`config.mk`:
```
export PLATFORM = sky130hd
export DESIGN_NAME = mdp3_encoder_flat
export DESIGN_NICKNAME = d
export VERILOG_FILES = /design/src/rtl/mdp3_encoder_if.sv /design/src/rtl/mdp3_encoder.sv /design/src/flat_wrapper.sv
export SDC_FILE = /design/constraint.sdc
export NUM_CORES = 1
export LEC_CHECK = 0
export BUFFER_PORTS_ARGS = -buffer_cell sky130_fd_sc_hd__buf_4
export CAP_MARGIN = 0
export CELL_PAD_IN_SITES_DETAIL_PLACEMENT = 1
export CELL_PAD_IN_SITES_GLOBAL_PLACEMENT = 2
export CORE_MARGIN = 2
export CORE_UTILIZATION = 37
export CTS_BUF_LIST = sky130_fd_sc_hd__clkbuf_16
export DETAILED_ROUTE_END_ITERATION = 7
export PLACE_DENSITY_LB_ADDON = 0.1
export SLEW_MARGIN = 5
export SYNTH_ARGS = -nofsm -noshare
export SYNTH_HDL_FRONTEND = slang
export SYNTH_SLANG_ARGS = --single-unit
export TNS_END_PERCENT = 30
```
`constraint.sdc`:
```
create_clock -name clk -period 8.24 [get_ports clk]
set_clock_uncertainty 0.15 [all_clocks]
set_input_delay 0.412 -clock clk [delete_from_list [all_inputs] [get_ports clk]]
set_output_delay 0.412 -clock clk [all_outputs]
set_load 0.02 [all_outputs]
```
`src/rtl/mdp3_encoder_if.sv`:
```
// Update-record input handshake and frame-word output stream of mdp3_encoder.
// The encoder takes the slave view; the upstream/downstream environment takes the master view.
interface mdp3_encoder_if;
   logic        upd_valid;
   logic        upd_ready;
   logic [63:0] SENDING_TIME;
   logic [63:0] PRICE;
   logic [15:0] QUANTITY;
   logic [7:0]  NUM_ORDERS;
   logic [1:0]  ACTION;
   logic [1:0]  ENTRY_TYPE;
   logic [63:0] MESSAGE;
   logic        msg_valid;
   logic        msg_ready;
   logic        msg_last;
   logic [7:0]  msg_keep;

   modport master (
      output upd_valid, SENDING_TIME, PRICE, QUANTITY, NUM_ORDERS, ACTION, ENTRY_TYPE, msg_ready,
      input  upd_ready, MESSAGE, msg_valid, msg_last, msg_keep
   );

   modport slave (
      input  upd_valid, SENDING_TIME, PRICE, QUANTITY, NUM_ORDERS, ACTION, ENTRY_TYPE, msg_ready,
      output upd_ready, MESSAGE, msg_valid, msg_last, msg_keep
   );
endinterface

```
`src/rtl/mdp3_encoder.sv`:
```
// Book-update record -> 37-byte MDP3 incremental-refresh frame as five 64-bit words (byte 0 in [63:56]).
// Latency: word 0 one cycle after capture, then one word per accepted beat; words held while msg_ready is low.
// Backpressure: records taken only in IDLE, or also on word-4 acceptance when MDP3_ENCODER_BACK2BACK_EN is defined.
module mdp3_encoder #(
   parameter logic [31:0] SEQ_INIT    = 32'h0000_0001,
   parameter logic [15:0] TEMPLATE_ID = 16'd46,
   parameter logic [15:0] SCHEMA_ID   = 16'd1,
   parameter logic [15:0] VERSION     = 16'd9
) (
   input  logic          clk,
   input  logic          reset,
   mdp3_encoder_if.slave bus
);
   localparam logic [15:0] MSG_SIZE  = 16'd25;
   localparam logic [15:0] BLOCK_LEN = 16'd15;

   typedef enum logic [2:0] {IDLE, W0, W1, W2, W3, W4} state_t;

   typedef struct packed {
      logic [63:0] sending_time;
      logic [63:0] price;
      logic [15:0] quantity;
      logic [7:0]  num_orders;
      logic [1:0]  action;
      logic [1:0]  entry_type;
   } upd_t;

   state_t       state, state_nxt;
   upd_t         rec, upd_in;
   logic [31:0]  seq;
   logic         armed;
   logic         capture, frame_done;
   logic [319:0] frame;
   logic         upd_ready_c, msg_valid_c, msg_last_c;
   logic [7:0]   msg_keep_c;
   logic [63:0]  message_c;

   function automatic logic [15:0] bswap16(input logic [15:0] v);
      return {v[7:0], v[15:8]};
   endfunction

   function automatic logic [31:0] bswap32(input logic [31:0] v);
      return {v[7:0], v[15:8], v[23:16], v[31:24]};
   endfunction

   function automatic logic [63:0] bswap64(input logic [63:0] v);
      return {bswap32(v[31:0]), bswap32(v[63:32])};
   endfunction

   assign upd_in = '{sending_time: bus.SENDING_TIME, price: bus.PRICE, quantity: bus.QUANTITY,
                     num_orders: bus.NUM_ORDERS, action: bus.ACTION, entry_type: bus.ENTRY_TYPE};

   // Whole frame is rebuilt from the captured record; seq only moves once word 4 is gone.
   assign frame = {bswap32(seq), bswap64(rec.sending_time), bswap16(MSG_SIZE), bswap16(BLOCK_LEN),
                   bswap16(TEMPLATE_ID), bswap16(SCHEMA_ID), bswap16(VERSION), bswap64(rec.price),
                   bswap32({16'd0, rec.quantity}), rec.num_orders, {6'd0, rec.action},
                   {6'd0, rec.entry_type}, 24'd0};

   always_ff @(posedge clk or posedge reset) begin
      if (reset) state <= IDLE;
      else       state <= state_nxt;
   end

   // armed keeps upd_ready low while reset is held and for the first cycle after release.
   always_ff @(posedge clk or posedge reset) begin
      if (reset) begin
         rec   <= '0;
         seq   <= SEQ_INIT;
         armed <= 1'b0;
      end else begin
         armed <= 1'b1;
         if (capture)    rec <= upd_in;
         if (frame_done) seq <= seq + 32'd1;
      end
   end

   always_comb begin
      state_nxt   = state;
      upd_ready_c = 1'b0;
      msg_valid_c = 1'b0;
      msg_last_c  = 1'b0;
      msg_keep_c  = 8'h00;
      message_c   = 64'd0;
      capture     = 1'b0;
      frame_done  = 1'b0;
      case (state)
         IDLE: begin
            upd_ready_c = armed;
            if (armed && bus.upd_valid) begin
               capture   = 1'b1;
               state_nxt = W0;
            end
         end
         W0: begin
            msg_valid_c = 1'b1;
            msg_keep_c  = 8'hFF;
            message_c   = frame[319:256];
            if (bus.msg_ready) state_nxt = W1;
         end
         W1: begin
            msg_valid_c = 1'b1;
            msg_keep_c  = 8'hFF;
            message_c   = frame[255:192];
            if (bus.msg_ready) state_nxt = W2;
         end
         W2: begin
            msg_valid_c = 1'b1;
            msg_keep_c  = 8'hFF;
            message_c   = frame[191:128];
            if (bus.msg_ready) state_nxt = W3;
         end
         W3: begin
            msg_valid_c = 1'b1;
            msg_keep_c  = 8'hFF;
            message_c   = frame[127:64];
            if (bus.msg_ready) state_nxt = W4;
         end
         W4: begin
            msg_valid_c = 1'b1;
            msg_keep_c  = 8'hF8;
            msg_last_c  = 1'b1;
            message_c   = frame[63:0];
            if (bus.msg_ready) begin
               frame_done = 1'b1;
               state_nxt  = IDLE;
`ifdef MDP3_ENCODER_BACK2BACK_EN
               upd_ready_c = 1'b1;
               if (bus.upd_valid) begin
                  capture   = 1'b1;
                  state_nxt = W0;
               end
`endif
            end
         end
         default: state_nxt = IDLE;
      endcase
   end

   assign bus.upd_ready = upd_ready_c;
   assign bus.msg_valid = msg_valid_c;
   assign bus.msg_last  = msg_last_c;
   assign bus.msg_keep  = msg_keep_c;
   assign bus.MESSAGE   = message_c;
endmodule

```
`src/flat_wrapper.sv`:
```
// flat-port wrapper written by rule: the top's interface ports become plain ports
module mdp3_encoder_flat 
#(
   parameter logic [31:0] SEQ_INIT    = 32'h0000_0001,
   parameter logic [15:0] TEMPLATE_ID = 16'd46,
   parameter logic [15:0] SCHEMA_ID   = 16'd1,
   parameter logic [15:0] VERSION     = 16'd9
)
  (clk, reset, bus_upd_valid, bus_SENDING_TIME, bus_PRICE, bus_QUANTITY, bus_NUM_ORDERS, bus_ACTION, bus_ENTRY_TYPE, bus_msg_ready, bus_upd_ready, bus_MESSAGE, bus_msg_valid, bus_msg_last, bus_msg_keep);
  mdp3_encoder_if bus_i ();
  input  logic clk;
  input  logic reset;
  input wire logic [$bits(bus_i.upd_valid)-1:0] bus_upd_valid;
  input wire logic [$bits(bus_i.SENDING_TIME)-1:0] bus_SENDING_TIME;
  input wire logic [$bits(bus_i.PRICE)-1:0] bus_PRICE;
  input wire logic [$bits(bus_i.QUANTITY)-1:0] bus_QUANTITY;
  input wire logic [$bits(bus_i.NUM_ORDERS)-1:0] bus_NUM_ORDERS;
  input wire logic [$bits(bus_i.ACTION)-1:0] bus_ACTION;
  input wire logic [$bits(bus_i.ENTRY_TYPE)-1:0] bus_ENTRY_TYPE;
  input wire logic [$bits(bus_i.msg_ready)-1:0] bus_msg_ready;
  output wire logic [$bits(bus_i.upd_ready)-1:0] bus_upd_ready;
  output wire logic [$bits(bus_i.MESSAGE)-1:0] bus_MESSAGE;
  output wire logic [$bits(bus_i.msg_valid)-1:0] bus_msg_valid;
  output wire logic [$bits(bus_i.msg_last)-1:0] bus_msg_last;
  output wire logic [$bits(bus_i.msg_keep)-1:0] bus_msg_keep;
  assign bus_i.upd_valid = bus_upd_valid;
  assign bus_i.SENDING_TIME = bus_SENDING_TIME;
  assign bus_i.PRICE = bus_PRICE;
  assign bus_i.QUANTITY = bus_QUANTITY;
  assign bus_i.NUM_ORDERS = bus_NUM_ORDERS;
  assign bus_i.ACTION = bus_ACTION;
  assign bus_i.ENTRY_TYPE = bus_ENTRY_TYPE;
  assign bus_i.msg_ready = bus_msg_ready;
  assign bus_upd_ready = bus_i.upd_ready;
  assign bus_MESSAGE = bus_i.MESSAGE;
  assign bus_msg_valid = bus_i.msg_valid;
  assign bus_msg_last = bus_i.msg_last;
  assign bus_msg_keep = bus_i.msg_keep;
  mdp3_encoder #(.SEQ_INIT(SEQ_INIT), .TEMPLATE_ID(TEMPLATE_ID), .SCHEMA_ID(SCHEMA_ID), .VERSION(VERSION)) u_core (.clk(clk), .reset(reset), .bus(bus_i));
endmodule
```
# Word-level counts from Yosys, hierarchy flattened
# Index checks and enable logic that the tools add are counted.
classes:
  n_mux: 16
  n_reduce_logical: 5
  n_addsub: 1
  eq_ne: 11
op_table:
  columns: ["operator", "count"]
  rows:
  - ["$pmux W64 S5", 1]
  - ["$add A32 B1 Y32 const B", 1]
  - ["$mux W3", 6]
  - ["$pmux W3 S6", 1]
  - ["$pmux W8 S2", 1]
  - ["$ne A2 B2 Y1 const B", 5]
  - ["$mux W1", 7]
  - ["$eq A3 B2 Y1 const B", 2]
  - ["$eq A3 B3 Y1 const B", 2]
  - ["$reduce_and A6 Y1", 1]
  - ["$reduce_or A5 Y1", 1]
  - ["$reduce_or A4 Y1", 1]
  - ["$eq A3 B1 Y1 const B", 1]
  - ["$logic_not A3 Y1", 1]
  - ["$ne A2 B1 Y1 const B", 1]
  - ["$logic_and A1 B1 Y1", 1]
totals:
  out_inout_bits: 75
  wordCells: 42
  ff_bits: 192

# Longest topological paths before layout
# Gate-level depths: netlist of the first run.
depth:
  ltp_word: 3
  mapped_depth: 7

# Least setup slack after synthesis of the first run
# OpenSTA, ideal clock, no wires.
synth_timing:
  kind: "register to output"
  from: "reg u_core.state[1]"
  to: "out bus_msg_keep[4]"
  stages_incl_launch_ff: 6
  t_required_ns: 7.678
  path_slack_ns: 5.870
  t_arrival_ns: 1.808
  cell_sequence: "dfrtp_1 -> clkbuf_1 -> buf_1 -> nor3_1 -> a21oi_1 -> buf_4"
synth_between:
  elab_chain_len: 3
  elab_cells_between_ends: 7
  classes_between: "eq/ne: 5; mux: 1; reduce/logical: 1"
synth_rtl:
  columns: ["item", "line_no", "source"]
  rows:
  - ["start: declaration", "mdp3_encoder.sv:28", "state_t state, state_nxt;"]
  - ["start signal: assignment", "mdp3_encoder.sv:61", "else state <= state_nxt;"]
  - ["$eq A3 B1 Y1, or another cell as far along", "mdp3_encoder.sv:86", "case (state)"]
  - ["$reduce_or A4 Y1 (no line)", null, null]
  - ["$pmux W8 S2 (*)", "mdp3_encoder.sv:86", null]
  - ["end: declaration", "flat_wrapper.sv:25", "output wire logic [$bits(bus_i.msg_keep)-1:0] bus_msg_keep;"]
# Mark *: on every way between the ends. The rest lies on a longest branch, timed or not.

# Worst setup path in the final report of the first run
layout_timing:
  from: "reg u_core.state[0]"
  to: "out bus_MESSAGE[7]"
layout_between:
  elab_chain_len: 2
  elab_cells_between_ends: 6
  classes_between: "eq/ne: 5; mux: 1"
layout_rtl:
  columns: ["item", "line_no", "source"]
  rows:
  - ["$eq A3 B3 Y1, or another cell as far along", "mdp3_encoder.sv:86", null]
  - ["$pmux W64 S5 (*)", "mdp3_encoder.sv:86", null]
  - ["end: declaration", "flat_wrapper.sv:22", "output wire logic [$bits(bus_i.MESSAGE)-1:0] bus_MESSAGE;"]
# Marked as above.

==> metrics.csv, run 1 <==
stage,metric,value,unit
place,placed_cells,1240,
drt,drcViolationCount,0,
setup_path,endpoint,bus_MESSAGE[7],
synth,synthMuxAreaShare,21.4,%
grt,grt_pass1_vias,7568,
sta,fin_tns_setup,0,ps
drt,vias_per_cell,5.15,
setup_path,cp-end-kind,output pin,
pwr,ir_drop,0.222,mV
layout,stdcell_count,1272,
die,start_util,37.8,%
setup_path,slowest_delay,920,ps
synth,ys_seq_area_share,54.2,%
status,status,finished with violations,
synth,synth_top_family_by_area,multiplexers,
pwr,p_int,2650,uW
synth,ys.flop_type,dfrtp_1,
drt,route.vias.total,6548,
drt,drtIter0Drc,304,
synth,avgSynthCellArea,12.0,sq um
synth,synthArstFlopShare,100,%
clock_tree,cts_buffers,17,
drt,firstDrtPassIters,4,
grt,grt_pass1_wl,41900,um
drt,postRouteWirelength,25200,um
die,io_pins,235,
grt,grt-ovfl-total,0,
pwr,switching_share,38.0,%
synth,yosys.area.top_type,dfrtp_1,
place,gp_congestion,0.761,
place,io_buffers,234,
setup_path,critPathSlowestCell,dfrtp_2,
synth,syn_inst,737,
place,dpl.hpwl,17200,um
grt,grt_antenna_before_repair,0,
drt,ant_nets,0,
pwr,p_seq_share,38.0,%
setup_path,crit_start,u_core.state[0],
drt,routedWlPerCell,19.8,um
clock_tree,postCtsResizedCells,0,
layout,drive_above_1_share,32.6,%
synth,synth_edf_count,0,
sta,tightest_slew,963,ps
synth,yosys_warnings,0,
setup_path,timing.rr.start,u_core.state[0],
synth,syn_nets,898,
layout,area_growth_syn_to_layout,29.3,%
die,fp.dieH,159,um
clock_tree,htreeDepth,4,
sta,rsz0062_at_grt,false,
layout,diodes,0,
place,placed_area,0.0108,sq mm
synth,syn-cell-area,0.00887,sq mm
die,core,0.0235,sq mm
sta,slew_headroom,35.8,%
sta,period_share,46.2,%
sta,slew_viol_final,0,
setup_path,crit_arrival,3240,ps
synth,yosys.area.top_type_share,53.9,%
worst_hold_path,worstHoldPathType,in -> async,
setup_path,worstPathCellList,"nor2b_4, buf_4, and2_1, nand2_1, o21ai_0, buf_4",
clock_tree,path_clk_slew,70,ps
setup_path,critPathKind,reg -> out,
setup_path,ff2ff_path_depth,4,
grt,grt_max_degree,134,
clock_tree,clkSinkCount,192,
sta,fmax,0.263,GHz
pwr,p_leak,0.00528,uW
pwr,power_frac_clock,21.1,%
setup_path,rrSetupSlack,5190,ps
clock_tree,clk_path_buf_depth,2,
die,rows,56,
clock_tree,cts_hold_buf,0,
setup_path,r2r_end,u_core.frame[233],
sta,whs,-10.3,ps
layout,fin_nets,1101,
die,die_w,159,um
synth,yosys.cell_types.count,40,
grt,grtUsageTotal,20.8,%
clock_tree,tritoncts,built,
setup_path,path_common_cell,buf_4,
pwr,power.density,372,mW/mm^2
synth,synth-xor-area-share,3.16,%
sta,setup_violations,0,
clock_tree,cts_setup_buffers,0,
synth,synthAdderAreaFrac,0.141,%
setup_path,cp-start-kind,flip-flop,
sta,period_needed,3810,ps
clock_tree,clk_latency,430,ps
setup_path,critical_path_required,7680,ps
status,violations,negative hold slack,
synth,synth.area.top_cells,"dfrtp_1 (54%), mux2_1 (18%), a22oi_1 (4.5%)",
die,dieArea,0.0252,sq mm
clock_tree,cts-root-buf,clkbuf_16,
synth,synth_compound_area_share,9.25,%
run,cap_violations,0,
layout,design_area,0.0115,sq mm
pwr,pwr-share-comb,41.0,%
synth,synth_simple_gate_area_share,8.28,%
setup_path,cp_max_fo,53,
sta,hold_viol_final,3,
synth,synth-seq-cells,192,
pwr,p_total,4270,uW
pwr,power_switching,1620,uW
## critical path, delay by kind of cell, from the launching register on
family / cells / cell delay [ps]
simple gates: 3 / 980
flops: 1 / 920
compound gates: 1 / 140
buf+inv: 2 / 760
## worst min-delay path by stage
stage                     cells past startpoint           endpoint  slack, ps              start
after global routing                          2  u_core.frame[131]         20      bus_PRICE[11]
after global placement                        1  u_core.frame[139]        320  u_core.frame[139]
after CTS                                     2   u_core.frame[76]         20    bus_QUANTITY[4]
after floorplan                               1     u_core.seq[31]        290     u_core.seq[31]
after detailed placement                      1     u_core.seq[31]        320     u_core.seq[31]
final                                         2   u_core.frame[90]        -10              reset
## Yosys cell counts, types with 2 or more instances
cell type,number
nor4_1,3
nor2_1,24
nand3_1,8
a22o_1,4
nand2_1,64
and3_1,8
clkbuf_1,20
nor3_1,7
and4_1,5
dfrtp_1,191
nand4_1,12
xor2_1,15
nand2b_1,2
a21oi_1,11
a21o_1,4
and2_1,7
inv_1,6
buf_2,29
buf_4,7
xnor2_1,17
mux2_2,28
o21ai_0,56
a22oi_1,53
mux2_1,140
## cell type report
cell class                      count  area (sq um)
Clock inverter                     15           209
Inverter                            6          30.0
Clock buffer                       17           425
Multi-Input combinational cell    481          3780
Fill cell                        2494         12000
Sequential cell                   192          4810
Tap cell                          319           399
Timing Repair Buffer              242          1820
## sequential cells by signal, summed over array words and instances, names as in the netlist
signal,flops
u_core.armed,1
u_core.state,3
u_core.frame,156
u_core.seq,32
## layout by cell type, fill, tap and decap left out, types with 5 or more instances in the layout
master	netlist	layout
buf_4	7	242
dfrtp_1	191	189
mux2_1	140	140
nand2_1	64	63
o21ai_0	56	56
a22oi_1	53	53
mux2_2	28	28
nor2_1	24	23
xnor2_1	17	17
clkbuf_16	0	17
xor2_1	15	15
nand4_1	12	12
a21oi_1	11	11
and3_1	8	8
nand3_1	8	8
inv_1	6	7
nor3_1	7	7
and2_1	7	7
and4_1	5	5
## per-stage QoR
stage / util [%] / worst slack (ps)
floorplan: - / 2450
global route: 48.8 / 4210
global placement: 46.1 / 5020
detailed placement: 46.1 / 4840
CTS: 48.8 / 4340
finish: 48.8 / 4430
## cell families after synthesis
logic type / Yosys count
DFF: 192
muxes: 169
and+or+nand+nor: 147
AOI/OAI and AO/OA: 131
buffers and inverters: 64
xor gates and xnor gates: 32
adders and majority gates: 1
other: 1
## power by group through the flow
stage	registers (uW)	clock network, uW	logic, uW
after floorplan	1510	0	1210
after global placement	1600	0	1730
after detailed placement	1640	0	1770
after CTS	1620	927	1790
after global routing	1680	961	1920
final	1620	899	1750
## metal layers
metal  vias to the layer above  part of all wire [%]  GRT usage (%)
li1                       3027                     -              -
met1                      3357                    42           25.4
met2                       141                    52           36.4
met3                        23                   5.0           5.30
met4                         0                   1.6           5.67
met5                         -                     0              0
(Power assumes the default switching activity.)
==> inputs of run 2 (changes only) <==
CORE_UTILIZATION = 31   (was 37)
clock period = 3.1 ns   (was 8.24 ns; I/O delays follow)
==> run 2 against run 1 <==
Largest power group unchanged. Critical path type unchanged. Critical endpoint is now bus_MESSAGE[5]. The run now ends clean. Sequential share of layout area shrank 5.5 points. Global-route usage shrank 1.3 points. Total power grew to 2.7 times the previous value.
==> metrics.csv, run 2 (synthesized netlist as in run 1, its figures left out) <==
stage,metric,value,unit
status,status,finished clean,
place,io_buffers,234,
die,die_w,173,um
die,core,0.0280,sq mm
run,cap_violations,0,
grt,grt_max_degree,60,
layout,fin_nets,1271,
setup_path,slowest_delay,580,ps
drt,postRouteWirelength,28400,um
layout,largest_reg_flops,156,
sta,period_share,89.6,%
sta,period_needed,2780,ps
layout,diodes,0,
sta,fin_tns_setup,0,ps
pwr,pwr-share-comb,44.3,%
die,start_util,31.7,%
clock_tree,postCtsResizedCells,0,
setup_path,cp_max_fo,21,
grt,grt_pass1_wl,46100,um
sta,hold_viol_final,0,
clock_tree,htreeDepth,4,
sta,rsz0062_at_grt,false,
drt,firstDrtPassIters,4,
setup_path,crit_arrival,2470,ps
place,dpl.hpwl,19200,um
drt,ant_nets,0,
clock_tree,tritoncts,built,
pwr,power_frac_clock,18.6,%
grt,grtUsageTotal,19.5,%
drt,vias_per_cell,4.77,
clock_tree,clk_latency,430,ps
worst_hold_path,worstHoldPathType,in -> reg,
setup_path,critPathSlowestCell,dfrtp_2,
grt,grt-ovfl-total,0,
die,io_pins,235,
die,rows,61,
grt,grt_pass1_vias,8243,
grt,grt_antenna_before_repair,0,
sta,slew_viol_final,0,
layout,most-common-layout-cells,"buf_4 (248), dfrtp_1 (189), dlygate4sd3_1 (158)",
setup_path,worstPathCellList,"nor2b_4, buf_4, and2_1, nand2_1, o21ai_0, buf_4",
sta,fmax,0.360,GHz
layout,layout_commonest_cell,buf_4,
pwr,power_switching,4490,uW
drt,route.vias.total,7166,
clock_tree,clkSinkCount,192,
pwr,switching_share,39.3,%
pwr,p_leak,0.00598,uW
die,fp.dieH,173,um
place,dp_slack,678,ps
clock_tree,cts-root-buf,clkbuf_16,
drt,routedWlPerCell,18.9,um
pwr,ir_drop,0.594,mV
setup_path,critical_path_required,2790,ps
sta,worst_slack,322,ps
clock_tree,path_clk_slew,70,ps
die,dieArea,0.0300,sq mm
setup_path,cp-end-kind,output pin,
drt,drcViolationCount,0,
drt,drtIter0Drc,309,
sta,setup_violations,0,
layout,drive_above_1_share,28.7,%
setup_path,cp-start-kind,flip-flop,
pwr,p_seq_share,37.1,%
layout,area_growth_syn_to_layout,48.8,%
place,gp_congestion,0.766,
setup_path,critPathKind,reg -> out,
clock_tree,clk_path_buf_depth,2,
sta,slew_headroom,37.6,%
sta,tightest_slew,933,ps
layout,design_area,0.0132,sq mm
place,placed_area,0.0111,sq mm
clock_tree,cts_buffers,17,
pwr,power.density,866,mW/mm^2
pwr,p_int,6940,uW
setup_path,path_common_cell,buf_4,
[run 2: what timing repair did]
item,CTS,global route
endpoints found under the setup margin,0,1
hold endpoints to repair,190,0
hold buffers,158,0
buffers inserted,0,1
[run 2: path summary, 6_finish.rpt]
path / start / end / slack, ps / cells after the start
setup / recovery: u_core.state[0] / bus_MESSAGE[5] / 320 / 6
hold reg to reg: u_core.frame[137] / u_core.frame[137] / 340 / 1
min in group asynchronous: reset / u_core.frame[81] / 320 / 3
max in group asynchronous: reset / u_core.frame[253] / 1690 / 4
setup reg to reg: u_core.state[2] / u_core.seq[31] / 660 / 4
hold / removal: bus_upd_valid / u_core.state[0] / 50 / 5
[run 2: worst max-delay path: cells and delay by family (launching register included)]
kind	cells	cell delay (ps)
and+or+nand+nor	3	860
DFF	1	580
buffers and inverters	2	480
AOI/OAI and AO/OA	1	120
[run 2: cell type report]
class / instances / area (sq um)
fill: 3004 / 14800
timing repair buffer: 412 / 3560
clock buffer: 17 / 425
tap: 378 / 473
clock inverter: 15 / 126
sequential: 192 / 4810
multi-input combinational: 481 / 3780
inverter: 6 / 26.3
[run 2: power groups by stage]
| stage | Combinational (uW) | Clock (uW) | Sequential (uW) |
|---|---|---|---|
| final | 5060 | 2130 | 4240 |
| after global routing | 5530 | 2290 | 4410 |
| after CTS | 5140 | 2210 | 4240 |
| after detailed placement | 4950 | 0 | 4290 |
| after global placement | 4860 | 0 | 4210 |
| after floorplan | 3220 | 0 | 4000 |
[run 2: stage by stage]
step | total power, uW | cells | hold slack, ps | utilization [%]
after floorplan | 7220 | 737 | 137 | -
after global placement | 9070 | 1310 | 219 | 39.5
after detailed placement | 9240 | 1310 | 223 | 39.5
after CTS | 11600 | 1500 | 22.6 | 47.1
after global routing | 12200 | 1501 | 113 | 47.1
final | 11400 | 1501 | 54.7 | 47.1
[run 2: layer usage]
metal	up-vias	wire length (um)	track usage, %	share of wire (%)
met4	0	361	4.73	1.3
met2	147	14800	34.8	52
met5	-	0	0	0
met1	3633	12200	23.9	43
li1	3362	-	-	-
met3	24	1080	4.13	3.8
